===== config.mk =====
export PLATFORM = sky130hd
export DESIGN_NAME = addsub_serial16
export DESIGN_NICKNAME = d
export VERILOG_FILES = /design/src/rtl/addsub_pkg.sv /design/src/rtl/addsub.sv /design/src/rtl/addsub_serial16.sv
export SDC_FILE = /design/constraint.sdc
export NUM_CORES = 1
export LEC_CHECK = 0
export CAP_MARGIN = 20
export CORE_AREA = 2 2 101 79
export DETAILED_ROUTE_END_ITERATION = 8
export DIE_AREA = 0 0 103 81
export HOLD_SLACK_MARGIN = 0.08
export PLACE_DENSITY = 0.74
export REMOVE_ABC_BUFFERS = 1
export SLEW_MARGIN = 5
export SYNTH_ARGS = -nofsm -noshare
export SYNTH_HDL_FRONTEND = slang
export SYNTH_SLANG_ARGS = --single-unit

===== constraint.sdc =====
create_clock -name clk -period 3.1 [get_ports clk]
set_input_delay 0.465 -clock clk [delete_from_list [all_inputs] [get_ports clk]]
set_output_delay 0.465 -clock clk [all_outputs]
set_load 0.01 [all_outputs]

===== src/rtl/addsub_pkg.sv =====
// addsub_pkg: shared types and constants for the nibble-serial adder/subtractor
// and the 4-bit addsub slice it drives.
//   NIBBLE_W   width of one slice
//   state_t    sequencer states
//   OP_ADD/SUB operation encodings on the op inputs
package addsub_pkg;

    localparam int NIBBLE_W = 4;

    typedef enum logic [1:0] {
        IDLE = 2'd0,
        RUN  = 2'd1,
        DONE = 2'd2
    } state_t;

    localparam logic OP_ADD = 1'b0;
    localparam logic OP_SUB = 1'b1;

    // Two's-complement overflow from operand and result sign bits.
    // Subtract overflows when the signs differ and the result sign leaves A's sign.
    function automatic logic signed_ovf(input logic op, input logic a_msb,
                                        input logic b_msb, input logic r_msb);
        logic same_sign;
        same_sign = (a_msb == b_msb);
        if (op == OP_SUB)
            return !same_sign && (r_msb != a_msb);
        else
            return same_sign && (r_msb != a_msb);
    endfunction

endpackage


===== src/rtl/addsub.sv =====
// addsub: 4-bit add/subtract slice.
//   a, b   in  4  operand nibbles
//   xin    in  1  carry-in (add) / borrow-in (sub)
//   op     in  1  OP_ADD: a+b+xin, OP_SUB: a-b-xin
//   s_d    out 4  sum / difference nibble
//   co_bo  out 1  carry-out (add) / borrow-out (sub)
module addsub
    import addsub_pkg::*;
(
    input  logic [NIBBLE_W-1:0] a,
    input  logic [NIBBLE_W-1:0] b,
    input  logic                xin,
    input  logic                op,
    output logic [NIBBLE_W-1:0] s_d,
    output logic                co_bo
);

    logic [NIBBLE_W:0] t;

    // One extra bit: for add it is the carry, for subtract the result range is
    // -16..15, so the extra bit is set exactly when the difference went negative.
    always_comb begin
        t = '0;
        if (op == OP_SUB)
            t = {1'b0, a} - {1'b0, b} - {{NIBBLE_W{1'b0}}, xin};
        else
            t = {1'b0, a} + {1'b0, b} + {{NIBBLE_W{1'b0}}, xin};
    end

    assign s_d   = t[NIBBLE_W-1:0];
    assign co_bo = t[NIBBLE_W];

endmodule


===== src/rtl/addsub_serial16.sv =====
// addsub_serial16: nibble-serial multi-word adder/subtractor built around one
// 4-bit addsub slice; carry/borrow is chained LSB-first through a register.
//   clk, rst_n   clock, synchronous active-low reset
//   start        request, sampled while busy=0 (IDLE or DONE)
//   op, xin      operation and carry/borrow-in, latched on accepted start
//   a, b         W-bit operands, latched on accepted start
//   busy         high while nibbles are being processed
//   done         one-cycle pulse, result/co_bo/ovf valid
//   result       W-bit sum/difference, updated when entering DONE
//   co_bo        carry-out / borrow-out of the top nibble
//   ovf          two's-complement signed overflow
module addsub_serial16
    import addsub_pkg::*;
#(
    parameter int NIBBLES = 4
) (
    input  logic                     clk,
    input  logic                     rst_n,
    input  logic                     start,
    input  logic                     op,
    input  logic                     xin,
    input  logic [NIBBLE_W*NIBBLES-1:0] a,
    input  logic [NIBBLE_W*NIBBLES-1:0] b,
    output logic                     busy,
    output logic                     done,
    output logic [NIBBLE_W*NIBBLES-1:0] result,
    output logic                     co_bo,
    output logic                     ovf
);

    localparam int W     = NIBBLE_W * NIBBLES;
    localparam int CNT_W = $clog2(NIBBLES);
    localparam logic [CNT_W-1:0] CNT_LAST = CNT_W'(NIBBLES - 1);

    state_t              state, nxt;
    logic [W-1:0]        a_sh, b_sh, acc;
    logic [W-1:0]        result_q;
    logic                op_q, cy, co_q, ovf_q;
    logic [CNT_W-1:0]    cnt;

    logic                accept_idle, overlap, last;
    logic [NIBBLE_W-1:0] sl_a, sl_b, sl_s;
    logic                sl_x, sl_op, sl_co;

    // A start held through DONE is processed immediately: the slice takes
    // nibble 0 straight from the input pins during the DONE cycle, so
    // back-to-back operations complete every NIBBLES cycles.
    assign accept_idle = (state == IDLE) && start;
    assign overlap     = (state == DONE) && start;
    assign last        = (state == RUN) && (cnt == CNT_LAST);

    always_comb begin
        sl_a  = a_sh[NIBBLE_W-1:0];
        sl_b  = b_sh[NIBBLE_W-1:0];
        sl_x  = cy;
        sl_op = op_q;
        if (overlap) begin
            sl_a  = a[NIBBLE_W-1:0];
            sl_b  = b[NIBBLE_W-1:0];
            sl_x  = xin;
            sl_op = op;
        end
    end

    addsub u_slice (
        .a     (sl_a),
        .b     (sl_b),
        .xin   (sl_x),
        .op    (sl_op),
        .s_d   (sl_s),
        .co_bo (sl_co)
    );

    always_comb begin
        nxt = state;
        case (state)
            IDLE:    if (start) nxt = RUN;
            RUN:     if (last)  nxt = DONE;
            DONE:    nxt = start ? RUN : IDLE;
            default: nxt = IDLE;
        endcase
    end

    always_ff @(posedge clk) begin
        if (!rst_n) begin
            state    <= IDLE;
            a_sh     <= '0;
            b_sh     <= '0;
            acc      <= '0;
            op_q     <= OP_ADD;
            cy       <= 1'b0;
            cnt      <= '0;
            result_q <= '0;
            co_q     <= 1'b0;
            ovf_q    <= 1'b0;
        end else begin
            state <= nxt;
            if (accept_idle) begin
                a_sh <= a;
                b_sh <= b;
                op_q <= op;
                cy   <= xin;
                cnt  <= '0;
                acc  <= '0;
            end else if (overlap) begin
                // Nibble 0 already consumed this cycle.
                a_sh <= a >> NIBBLE_W;
                b_sh <= b >> NIBBLE_W;
                op_q <= op;
                cy   <= sl_co;
                cnt  <= CNT_W'(1);
                acc  <= {sl_s, {(W-NIBBLE_W){1'b0}}};
            end else if (state == RUN) begin
                a_sh <= a_sh >> NIBBLE_W;
                b_sh <= b_sh >> NIBBLE_W;
                cy   <= sl_co;
                cnt  <= cnt + 1'b1;
                acc  <= {sl_s, acc[W-1:NIBBLE_W]};
                if (last) begin
                    // Top nibble in flight: its operand MSBs are still in the
                    // low nibble of the shift registers.
                    result_q <= {sl_s, acc[W-1:NIBBLE_W]};
                    co_q     <= sl_co;
                    ovf_q    <= signed_ovf(op_q, a_sh[NIBBLE_W-1],
                                           b_sh[NIBBLE_W-1], sl_s[NIBBLE_W-1]);
                end
            end
        end
    end

    assign busy   = (state == RUN);
    assign done   = (state == DONE);
    assign result = result_q;
    assign co_bo  = co_q;
    assign ovf    = ovf_q;

endmodule


==> flow_metrics.tcl <==
set metrics [dict create \
    ioPinCount 57 \
    startpoint "start" \
    vias 3063 \
    path_clk_slew_ps 70 \
    vias_per_cell 5.35 \
    clock_sinks 68 \
    status "finished clean" \
    fp.dieW_um 103 \
    detail-route-antenna-nets 0 \
    cp-start-kind "input port" \
    die_h_um 81 \
    drt-pass1-iter-count 4 \
    drcViolationCount 0 \
    final.fill_count 746 \
    clockPowerShare_pct 37.6 \
    cp-end-kind "register" \
    timing.final.crit_share_pct 92.9 \
    finalHoldViolations 0 \
    wl_met3_um 449 \
    setup_viol 0 \
    diodes 0 \
    grt_pass1_vias 2955 \
    met1Wirelength_um 3810 \
    worstPathRequired_ps 3330 \
    power_switching_mw 0.594 \
    hold_slack_ps 453 \
    grt_max_degree 57 \
    power_density_nw_per_um2 495 \
    design.core.area_um2 7500 \
    place_congestion 0.826 \
    htreeDepth 3 \
    ys_seq_area_share_pct 39.8 \
    slew_viol_final 0 \
    multi_input_area_um2 1900 \
    top_layer_used "met4" \
    wirelength_um 8070 \
    ir_drop_mv 0.255 \
    combPwrFrac_pct 18.8 \
    worst_pin_slew_ps 633 \
    io_buffers 56 \
    rows 28 \
    crit_arrival_ps 3110 \
    switching_share_pct 27.3 \
    pwr-share-seq_pct 43.6 \
    layout-drive-gt1-share_pct 15.4 \
    area_delta_synth_final_pct 28.6 \
    fin_cells 572 \
    clock_path_buffers 2 \
    drt-wirelength-per-cell_um 14.1 \
    p_leak_nw 1.68 \
    rsz0062_at_grt "false" \
    holdCritPathClass "reg2reg" \
    clock_latency_ps 350 \
    maxCapViolCount 0 \
    hold_buffers 0 \
    met2_length_um 3720 \
    syn_inst 400 \
    antenna_found_initial 0 \
    ys_warn_count 0 \
    max_freq_mhz 347 \
    syn-cell-area_um2 3420 \
    seq_area_um2 1360 \
    grt_pass1_wl_um 13600 \
    reg2reg_depth 9 \
    nNetsFinal 511 \
    dp_cells 556 \
    syn-mean-instance-area_um2 8.54 \
    root_buffer "clkbuf_8" \
    cts_tree "yes" \
    grtUsageTotal_pct 20.7 \
    relSlewSlack_pct 57.7 \
    synth_cell_types 39 \
    cts_buffers 9 \
    dp_hpwl_um 5490 \
    start_util_pct 45.6 \
    gr-total-overflow 0 \
    post-cts-setup-buffers 0 \
    endpoint "ovf$_SDFFE_PN0P_" \
    power.internal_mw 1.58 \
    clock_skew_ps 8.79 \
    crit_fanout 9 \
    dieArea_um2 8340 \
    r2r_start "state[0]$_SDFFE_PN0P_" \
    synth.ff_latch_count 68 \
    critPathKind "in2reg" \
    finalCriticalPeriod_ps 2880 \
    r2r-end "ovf$_SDFFE_PN0P_" \
    rrSetupSlack_ps 220 \
    drt_first_iter_violations 155 \
]
power by group through the flow:
stage	Combinational (mW)	Clock, mW	Sequential (mW)
final	0.410	0.816	0.948
after global routing	0.457	0.870	0.954
after CTS	0.409	0.834	0.947
after detailed placement	0.402	0	0.967
after global placement	0.386	0	0.965
after floorplan	0.237	0	0.962
worst min path at each step:
stage | slack, ps | from | to | cells after the start
after floorplan | 430 | acc[4]$_SDFFE_PP0P_ | result[0]$_SDFFE_PN0P_ | 2
after global placement | 440 | acc[5]$_SDFFE_PP0P_ | result[1]$_SDFFE_PN0P_ | 2
after detailed placement | 450 | acc[5]$_SDFFE_PP0P_ | result[1]$_SDFFE_PN0P_ | 2
after CTS | 460 | result[3]$_SDFFE_PN0P_ | result[3]$_SDFFE_PN0P_ | 2
after global routing | 470 | result[8]$_SDFFE_PN0P_ | result[8]$_SDFFE_PN0P_ | 2
final | 450 | result[3]$_SDFFE_PN0P_ | result[3]$_SDFFE_PN0P_ | 2
metal layers:
metal / vias to the layer above / track usage [%]
met5: - / 0
met4: 0 / 5.13
met3: 13 / 6.02
met2: 76 / 34.0
met1: 1458 / 27.0
li1: 1516 / -
sequential cells by signal, indices dropped and copies added, names as in the netlist, 2 cells and up:
register and cells:
a_sh 16, b_sh 16, result 16, acc 12
cnt 2, state 2
repair_timing:
item,in CTS,in global routing
endpoints found under the setup margin,3,0
endpoints found under the hold margin,0,0
gates resized for setup,2,0
cell usage after synthesis (all sizes together):
cell type,n,area (µm²)
nor2b,12,75.1
a21o,3,22.5
xnor2,2,17.5
inv,13,48.8
a21boi,15,113
nand2,56,210
and4bb,1,12.5
fa,4,80.1
nor4,1,6.26
clkbuf,15,56.3
buf,13,58.8
dfxtp,68,1360
nand3,9,45.0
o21ai,36,180
o21a,2,15.0
or3,1,6.26
mux2i,4,52.6
o311a,1,10.0
mux2,31,349
o211ai,2,15.0
and4b,1,10.0
and2,8,50.1
nand2b,4,25.0
a211oi,4,30.0
xor2,2,17.5
a211o,1,8.76
nand3b,3,35.0
nor2,30,113
nand4,1,6.26
ha,8,100
o22ai,24,150
a21oi,22,110
a32oi,3,26.3
layout by cell type (no fill, tap or decap), types with 9 or more instances in the layout:
cell / netlist / final
nand2_1: 56 / 56
inv_1: 12 / 12
clkbuf_8: 0 / 9
o21ai_0: 34 / 34
clkdlybuf4s50_1: 0 / 55
dfxtp_1: 68 / 68
mux2_2: 29 / 29
o22ai_1: 24 / 24
a21boi_1: 15 / 15
nor2_1: 30 / 30
buf_4: 0 / 23
nor2b_1: 12 / 12
nand3_1: 9 / 9
a21oi_1: 22 / 21
kinds of logic (layout without fill, tap and decap cells):
group | after synthesis | after routing | synth area share (%)
simple gates | 127 | 127 | 17.4
compound gates | 113 | 113 | 19.9
flops | 68 | 68 | 39.8
buf+inv | 41 | 108 | 4.80
mux | 35 | 35 | 11.8
fa+ha+maj | 12 | 12 | 5.27
xor+xnor | 4 | 4 | 1.03
layout make-up:
type | count | share of cell area, %
Multi-Input combinational cell | 291 | 43.2
Sequential cell | 68 | 31.0
Timing Repair Buffer | 79 | 16.7
Tap cell | 105 | 2.99
Clock buffer | 9 | 2.82
Clock inverter | 7 | 2.28
Inverter | 13 | 1.11
critical path: stages:
cell	delay, ps
dlygate4sd2_1	290
nand3b_4	160
buf_4	180
nor2_1	100
a21o_1	110
inv_1	50
fa_1	380
ha_1	300
and2_1	170
a211oi_1	220
and4bb_1	270
a21oi_2	60
o311a_1	340
metrics by stage:
stage	setup WS, ps	total power, mW	setup TNS, ps	cell area (µm²)	utilization, %
after floorplan	-507	1.20	-1500	3300	-
after global placement	-305	1.35	-875	4170	55.6
after detailed placement	-391	1.37	-1160	4170	55.6
after CTS	208	2.19	0	4390	58.6
after global routing	43.7	2.28	0	4390	58.6
final	220	2.17	0	4390	58.6
Note: power is estimated with default switching activity, not from simulation.
